--- config.mk ---
export PLATFORM = sky130hd
export DESIGN_NAME = sd_image_arbiter
export DESIGN_NICKNAME = d
export VERILOG_FILES = /design/src/rtl/sd_image_arbiter.sv
export SDC_FILE = /design/constraint.sdc
export NUM_CORES = 1
export LEC_CHECK = 0
export CAP_MARGIN = 25
export CORE_MARGIN = 1.5
export CORE_UTILIZATION = 35
export DETAILED_ROUTE_END_ITERATION = 7
export PLACE_DENSITY_LB_ADDON = 0.3
export SLEW_MARGIN = 10
export SYNTH_ARGS = -nofsm -noshare
export SYNTH_HDL_FRONTEND = slang
export SYNTH_SLANG_ARGS = --single-unit
--- constraint.sdc ---
create_clock -name clk_sys -period 2.9 [get_ports clk_sys]
set_clock_uncertainty 0.1 [all_clocks]
set_input_delay 0.58 -clock clk_sys [delete_from_list [all_inputs] [get_ports clk_sys]]
set_output_delay 0.58 -clock clk_sys [all_outputs]
set_load 0.1 [all_outputs]
--- src/rtl/sd_image_arbiter.sv ---
// sd_image_arbiter
//   Shares the single user_io SD-image block interface among NUM_DISKS virtual
//   drives (floppy 1/2, tape 1/2). Drives raise level read/write requests; the
//   arbiter grants round-robin, holds the bus for the whole transaction and
//   routes ack / buffer strobes back to the granted drive only.
//
//   Optional feature macro: SD_ARB_TIMEOUT_EN
//     When defined, a 24-bit watchdog aborts a REQ/XFER transaction after
//     TIMEOUT_CYCLES cycles and pulses req_err[grant] instead of req_done.
//
// Ports
//   clk_sys      system clock, rising edge
//   reset_n      synchronous active-low reset
//   req_rd/wr    per-drive level requests
//   req_lba      per-drive LBA, drive i at [32i+31:32i]
//   req_din      per-drive write byte, drive i at [8i+7:8i]
//   req_ack      per-drive ack (routed sd_ack)
//   req_buff_wr  per-drive read-data byte strobe
//   req_done     one-cycle completion pulse
//   sd_rd/sd_wr  one-hot requests to user_io
//   sd_lba       muxed LBA to user_io
//   sd_ack       ack from user_io
//   sd_buff_wr   read-data byte strobe from user_io
//   sd_buff_din  muxed write byte to user_io
//   req_err      watchdog abort pulse (SD_ARB_TIMEOUT_EN only)
//   busy         transaction in progress
module sd_image_arbiter #(
    parameter int          NUM_DISKS      = 4,
    parameter int          PTR_W          = (NUM_DISKS > 1) ? $clog2(NUM_DISKS) : 1,
    parameter logic [23:0] TIMEOUT_CYCLES = 24'd4_000_000
) (
    input  logic                      clk_sys,
    input  logic                      reset_n,
    input  logic [NUM_DISKS-1:0]      req_rd,
    input  logic [NUM_DISKS-1:0]      req_wr,
    input  logic [32*NUM_DISKS-1:0]   req_lba,
    input  logic [8*NUM_DISKS-1:0]    req_din,
    output logic [NUM_DISKS-1:0]      req_ack,
    output logic [NUM_DISKS-1:0]      req_buff_wr,
    output logic [NUM_DISKS-1:0]      req_done,
    output logic [NUM_DISKS-1:0]      sd_rd,
    output logic [NUM_DISKS-1:0]      sd_wr,
    output logic [31:0]               sd_lba,
    input  logic                      sd_ack,
    input  logic                      sd_buff_wr,
    output logic [7:0]                sd_buff_din,
`ifdef SD_ARB_TIMEOUT_EN
    output logic [NUM_DISKS-1:0]      req_err,
`endif
    output logic                      busy
);

    typedef enum logic [1:0] {S_IDLE, S_REQ, S_XFER, S_DONE} state_t;

    localparam logic [NUM_DISKS-1:0] ONE   = NUM_DISKS'(1);
    localparam logic [PTR_W:0]       NUM_W = (PTR_W+1)'(NUM_DISKS);
    localparam logic [PTR_W-1:0]     LAST  = PTR_W'(NUM_DISKS - 1);

    state_t               state_q, state_d;
    logic [PTR_W-1:0]     rr_ptr_q, rr_ptr_d;
    logic [PTR_W-1:0]     grant_q, grant_d;
    logic                 op_q, op_d;        // 1 = write
    logic                 rw_on_q, rw_on_d;  // sd_rd/sd_wr strobe active
    logic [31:0]          lba_q, lba_d;

    logic [NUM_DISKS-1:0]   pend;
    logic [2*NUM_DISKS-1:0] rot;
    logic                   sel_found;
    logic [PTR_W:0]         sum;
    logic [PTR_W-1:0]       sel_idx;
    logic [NUM_DISKS-1:0]   sel_oh;
    logic [31:0]            sel_lba;
    logic                   sel_wr;
    logic [PTR_W-1:0]       next_ptr;
    logic [NUM_DISKS-1:0]   grant_oh;

`ifdef SD_ARB_TIMEOUT_EN
    logic [23:0]          cnt_q, cnt_d;
    logic [NUM_DISKS-1:0] err_q, err_d;
`else
    logic unused_timeout;
    assign unused_timeout = ^TIMEOUT_CYCLES;
`endif

    // Round-robin pick: rotate the pending vector so bit 0 is rr_ptr, take
    // the first set bit, then map the offset back to an absolute index.
    always_comb begin
        pend      = req_rd | req_wr;
        rot       = {pend, pend} >> rr_ptr_q;
        sel_found = 1'b0;
        sum       = '0;
        sel_idx   = '0;
        for (int k = 0; k < NUM_DISKS; k++) begin
            if (!sel_found && rot[k]) begin
                sel_found = 1'b1;
                sum       = {1'b0, rr_ptr_q} + (PTR_W+1)'(k);
                if (sum >= NUM_W) sum = sum - NUM_W;
                sel_idx   = sum[PTR_W-1:0];
            end
        end
        sel_oh  = ONE << sel_idx;
        sel_wr  = |(req_wr & sel_oh);
        sel_lba = '0;
        for (int i = 0; i < NUM_DISKS; i++)
            if (sel_idx == PTR_W'(i)) sel_lba = req_lba[32*i +: 32];
        grant_oh = ONE << grant_q;
        next_ptr = (grant_q == LAST) ? '0 : grant_q + PTR_W'(1);
    end

    // Next-state process
    always_comb begin
        state_d  = state_q;
        rr_ptr_d = rr_ptr_q;
        grant_d  = grant_q;
        op_d     = op_q;
        rw_on_d  = rw_on_q;
        lba_d    = lba_q;
`ifdef SD_ARB_TIMEOUT_EN
        cnt_d    = cnt_q;
        err_d    = '0;
`endif
        case (state_q)
            S_IDLE: if (sel_found) begin
                state_d = S_REQ;
                grant_d = sel_idx;
                op_d    = sel_wr;   // write wins when both are raised
                rw_on_d = 1'b1;
                lba_d   = sel_lba;
`ifdef SD_ARB_TIMEOUT_EN
                cnt_d   = '0;
`endif
            end
            S_REQ: if (sd_ack) begin
                rw_on_d = 1'b0;
                state_d = S_XFER;
            end
            S_XFER: if (!sd_ack) state_d = S_DONE;
            S_DONE: begin
                rr_ptr_d = next_ptr;
                lba_d    = '0;
                op_d     = 1'b0;
                state_d  = S_IDLE;
            end
            default: state_d = S_IDLE;
        endcase
`ifdef SD_ARB_TIMEOUT_EN
        if (state_q == S_REQ || state_q == S_XFER) begin
            cnt_d = cnt_q + 24'd1;
            if (cnt_q + 24'd1 == TIMEOUT_CYCLES) begin
                rw_on_d  = 1'b0;
                err_d    = grant_oh;
                rr_ptr_d = next_ptr;
                lba_d    = '0;
                op_d     = 1'b0;
                state_d  = S_IDLE;
            end
        end
`endif
    end

    // State register
    always_ff @(posedge clk_sys) begin
        if (!reset_n) begin
            state_q  <= S_IDLE;
            rr_ptr_q <= '0;
            grant_q  <= '0;
            op_q     <= 1'b0;
            rw_on_q  <= 1'b0;
            lba_q    <= '0;
`ifdef SD_ARB_TIMEOUT_EN
            cnt_q    <= '0;
            err_q    <= '0;
`endif
        end else begin
            state_q  <= state_d;
            rr_ptr_q <= rr_ptr_d;
            grant_q  <= grant_d;
            op_q     <= op_d;
            rw_on_q  <= rw_on_d;
            lba_q    <= lba_d;
`ifdef SD_ARB_TIMEOUT_EN
            cnt_q    <= cnt_d;
            err_q    <= err_d;
`endif
        end
    end

    // Output process: everything decodes from registered state, so
    // sd_rd/sd_wr/sd_lba change only on clock edges.
    always_comb begin
        busy        = (state_q != S_IDLE);
        sd_rd       = (rw_on_q && !op_q) ? grant_oh : '0;
        sd_wr       = (rw_on_q &&  op_q) ? grant_oh : '0;
        sd_lba      = lba_q;
        req_ack     = (sd_ack && busy) ? grant_oh : '0;
        req_buff_wr = sd_buff_wr ? req_ack : '0;
        req_done    = (state_q == S_DONE) ? grant_oh : '0;
        sd_buff_din = 8'h00;
        if (busy)
            for (int i = 0; i < NUM_DISKS; i++)
                if (grant_q == PTR_W'(i)) sd_buff_din = req_din[8*i +: 8];
    end

`ifdef SD_ARB_TIMEOUT_EN
    assign req_err = err_q;
`endif

endmodule

Yosys cells after proc, flatten, opt, wreduce, memory -nomap -nowiden
Cells that the tools add are included.
- flip-flop bits (word level): 40
- bits of input ports: 172
- output and inout bits: 61
- word-level logic and storage cells: 94
- $add $sub $neg: 8
- order comparisons: 4
- equal/unequal tests: 12
- shift operators: 3
- mux-type cells: 38
- bitwise gates (word level): 2
- reduce and logical (&&, ||, !) cells: 21
- operators by type and width (kind ; count):
    $mux W32 ; 5
    $pmux W32 S2 ; 1
    $mux W8 ; 5
    $mux W2 ; 12
    $mux W4 ; 5
    $eq A2 B2 Y1 const B ; 6
    $ge A3 B3 Y1 const B ; 3
    $pmux W2 S4 ; 1
    $shl A1 B2 Y4 const A ; 2
    $shr A8 B2 Y4 ; 1
    $sub A2 B1 Y2 const B ; 4
    $mux W1 ; 7
    $add A2 B2 Y3 const B ; 2
    $eq A2 B1 Y1 const B ; 3
    $logic_and A1 B1 Y1 ; 6
    $logic_not A2 Y1 ; 3
    $ne A2 B2 Y1 const B ; 3
    $reduce_and A3 Y1 ; 2
    $reduce_bool A2 Y1 ; 3
    $and A4 B4 Y4 ; 1
    $logic_not A1 Y1 ; 4
    $or A4 B4 Y4 ; 1
    $pmux W1 S2 ; 2
    $reduce_and A2 Y1 ; 2
    4 further kinds ; 4

Logic depth before layout (Yosys ltp)
- depth in word-level cells: 19
- gate-level depth with buffers: 10
- mapped depth without buffers: 7

Least setup slack after synthesis
Ideal clock, no wire load.
- path kind: register to output
- start point: reg grant_q[1]
- end point: out sd_buff_din[2]
- data arrival time: 2497 ps
- required time: 2220 ps
- slack: -277 ps
- cell stages (with the launch flop): 9
- path buffers: 1
- cell sequence: dfxtp_1 inv_1 ha_1 nor2b_1 clkbuf_1 a221oi_1 nor3_1 a21oi_1 nor2_1
- word-level cells in the longest chain between the ends: 6
- elaborated cells on any way between the ends: 9
- classes of those cells: 3 x eq/ne; 5 x mux; 1 x reduce/logical
- RTL lines (item ; line ; source):
    from (decl) ; 61 ; logic [PTR_W-1:0] grant_q, grant_d;
    from (signal assigned) ; 177 ; grant_q <= grant_d;
    $logic_not A2 Y1 ; 201 ; if (grant_q == PTR_W'(i)) sd_buff_din = req_din[8*i +: 8];
    $mux W8 (3 in a row) ; 201 ;
    $mux W8 * ; 201 ;
    $mux W8 * ; 199 ; if (busy)
    to (decl) ; 46 ; output logic [7:0] sd_buff_din,
Every way passes the cells marked *; elsewhere a longest branch is shown, timed or not.

Worst setup path in the final report
- start point: reg grant_q[1]
- end point: out sd_buff_din[6]
Same word-level chain as after synthesis.

==> results.json <==
{
  "die-area_sq_um": 9380,
  "drv_slew": 0,
  "vias_per_cell": 5.43,
  "synthArstFlopShare_pct": 0,
  "root_buffer": "clkbuf_8",
  "cp.arrival_ns": 2.03,
  "vias": 3835,
  "grt_pass1_vias": 3904,
  "finalCritPeriodShare_pct": 93.3,
  "grt_first_pass_wirelength_mm": 19.1,
  "die_w_microns": 96.9,
  "p_leak_nw": 2.30,
  "fin_cells": 706,
  "track_usage_pct": 24.9,
  "min_period_ns": 2.71,
  "hold_buffers": 0,
  "max_freq_mhz": 369,
  "powerDensity_nw_per_um2": 836,
  "initial_utilization_pct": 35.7,
  "wl_per_cell_microns": 16.9,
  "cts-resized-gates": 1,
  "cts.sinks": 40,
  "layout-area-overhead-vs-synth_pct": 88.2,
  "firstDrtPassIters": 4,
  "vdd_drop_max_v": 0.000554,
  "reg2reg_from": "rr_ptr_q[1]$_SDFFE_PN0P_",
  "path_depth": 9,
  "finalWirelength_mm": 11.9,
  "run_status": "complete, no violations",
  "synthFlopType": "dfxtp_1",
  "synth_fp_nets": 556,
  "cp_top_family": "buffers and inverters",
  "setup_tns_ns": 0,
  "max_cap_viol_count": 0,
  "placedCellCount": 698,
  "row_count": 34,
  "drc": 0,
  "setup_viol": 0,
  "hold_end": "sd_lba[31]$_SDFFE_PN0P_",
  "first_iter_violations": 121,
  "critical_path_class": "register to primary output",
  "gp_congestion": 0.799,
  "dpl.hpwl_mm": 9.25,
  "critical_path_buf_inv_count": 3,
  "drive_gt1_share_pct": 21.9,
  "utilization_pct": 67.2,
  "synth.yosys.seq_area_share_pct": 26.0,
  "reg2reg_to": "sd_lba[7]$_SDFFE_PN0P_",
  "r2r_cells": 6,
  "final_hold_viol_count": 0,
  "antenna_found_initial": 0,
  "crit_chain": "inv_1 -> ha_1 -> buf_4 -> and3b_1 -> a21oi_1 -> o21ai_0 -> mux2i_1 -> nor2_2 -> buf_12",
  "slew_headroom_pct": 58.3,
  "tightest_slew_ns": 0.626,
  "overflow": 0,
  "fillCellCount": 731,
  "synthesis.area_sq_um": 3080,
  "critPathMaxStageDelay_ns": 0.38,
  "cp_slowest_cell": "dfxtp_1",
  "hp-start": "sd_lba[31]$_SDFFE_PN0P_",
  "numPortBuffers": 232,
  "coreArea_sq_um": 8640,
  "holdPathStages": 2,
  "cp_data_required_time_ns": 2.22,
  "yosysWarnings": 0,
  "avgSynthCellArea_sq_um": 8.20,
  "worstSetupStartpointType": "register",
  "grt_max_degree": 36,
  "diodes": 0,
  "synth_cell_types": 42,
  "final_net_count": 777,
  "post-cts-setup-buffer-count": 0,
  "synth_edf_count": 0,
  "netlist_instances": 376,
  "numCtsBuffers": 5,
  "dieHeight_microns": 96.9,
  "ys_ff_latch": 40,
  "cts_tree": "built",
  "clk_latency_ns": 0.29,
  "r2r_slack_ns": 0.87,
  "path_clk_slew_ns": 0.09,
  "crit_path_end_kind": "primary output",
  "htree_levels": 2,
  "cts_buffer_depth": 2,
  "min_path_type": "register to register",
  "critPathMaxFanout": 14,
  "io_pins": 233,
  "rsz0062_at_grt": "no",
  "ant_nets": 0
}
-- worst max-delay path by stage --
stage,start,endpoint,slack (ns)
finish,grant_q[1]$_SDFFE_PN0P_,sd_buff_din[6],0.19
global route,grant_q[0]$_SDFFE_PN0P_,sd_buff_din[3],0.004
CTS,grant_q[0]$_SDFFE_PN0P_,sd_buff_din[3],0.12
detailed placement,req_wr[1],op_q$_SDFFE_PN0P_,0.08
global placement,req_rd[1],op_q$_SDFFE_PN0P_,0.11
floorplan,grant_q[1]$_SDFFE_PN0P_,sd_buff_din[2],0.18
-- cells in the final DEF (no fill, tap or decap), types with 8 or more instances in the layout --
master	n
a21oi_1	10
a211oi_2	10
buf_4	53
and3_1	41
dfxtp_1	40
a211oi_1	24
clkdlybuf4s50_1	171
nor2_2	9
o31ai_2	11
o22ai_1	31
inv_1	8
buf_12	26
nor2b_1	13
o31ai_1	22
nand2_1	41
ha_1	8
and2_1	13
-- power breakdown --
group	switching (mW)	internal [mW]
registers	0.121	0.734
logic	2.44	1.05
clock network	0.216	0.282
-- area by class of cell --
cell class                 instances  area (sq um)  share of cell area, %
clock buffer                       6          82.6                   1.42
clock inverter                     2          38.8                  0.669
inverter                           8          30.0                  0.518
multi-input combinational        292          2080                   35.9
sequential                        40           801                   13.8
tap                              108           135                   2.33
timing repair buffer             250          2630                   45.3
-- metal layers --
layer  vias to the layer above  GRT usage, %  routed length (microns)
li1                       1866             -                        -
met1                      1769          26.9                     4740
met2                       180          46.2                     6040
met3                        20          6.14                      876
met4                         0          9.48                      262
met5                         -             0                        0
-- cell usage after synthesis, types with 2 or more instances --
| cell type | count | area, sq um |
|---|---|---|
| a211oi_1 | 24 | 180 |
| a211oi_2 | 10 | 125 |
| a21boi_0 | 3 | 22.5 |
| a21oi_1 | 10 | 50.1 |
| a221oi_1 | 7 | 61.3 |
| a31oi_1 | 2 | 12.5 |
| and2_1 | 13 | 81.3 |
| and3_1 | 41 | 257 |
| buf_2 | 8 | 40.0 |
| buf_6 | 9 | 101 |
| clkbuf_1 | 19 | 71.3 |
| dfxtp_1 | 40 | 801 |
| ha_1 | 8 | 100 |
| inv_1 | 8 | 30.0 |
| mux2i_1 | 3 | 30.0 |
| nand2_1 | 41 | 154 |
| nand3_1 | 4 | 20.0 |
| nor2_1 | 15 | 56.3 |
| nor2b_1 | 15 | 93.8 |
| nor3_1 | 7 | 35.0 |
| o2111ai_4 | 2 | 52.6 |
| o211a_1 | 2 | 20.0 |
| o21bai_1 | 2 | 15.0 |
| o221ai_1 | 2 | 17.5 |
| o22ai_1 | 31 | 194 |
| o31ai_1 | 22 | 165 |
| o31ai_2 | 11 | 138 |
| or2_2 | 3 | 18.8 |
-- sequential cells by signal (all words and copies together), names as in the netlist --
name / count
state_q: 2
op_q: 1
grant_q: 2
rr_ptr_q: 2
sd_lba: 32
rw_on_q: 1
-- stage by stage --
| stage | setup slack, ns | hold slack [ns] | area, sq um | power, mW |
|---|---|---|---|---|
| floorplan | 0.176 | 0.376 | 3100 | 3.32 |
| global placement | 0.112 | 0.338 | 5670 | 4.32 |
| detailed placement | 0.0783 | 0.340 | 5670 | 4.37 |
| CTS | 0.117 | 0.361 | 5800 | 4.87 |
| global route | 0.00353 | 0.381 | 5800 | 5.04 |
| finish | 0.193 | 0.359 | 5800 | 4.85 |
-- worst min-delay path, cell delays in order, from the launching register on --
cell     delay (ns)
dfxtp_1        0.33
nand2_1        0.05
o31ai_1        0.05
-- cell families (layout without fill, tap and decap cells) --
logic type / Yosys count / after routing / synth area share [%]
flops: 40 / 40 / 26.0
mux: 4 / 4 / 1.34
simple gates: 147 / 147 / 26.0
fa+ha+maj: 8 / 8 / 3.25
compound gates: 133 / 133 / 35.6
buf+inv: 44 / 266 / 7.87
(Power assumes the default switching activity.)
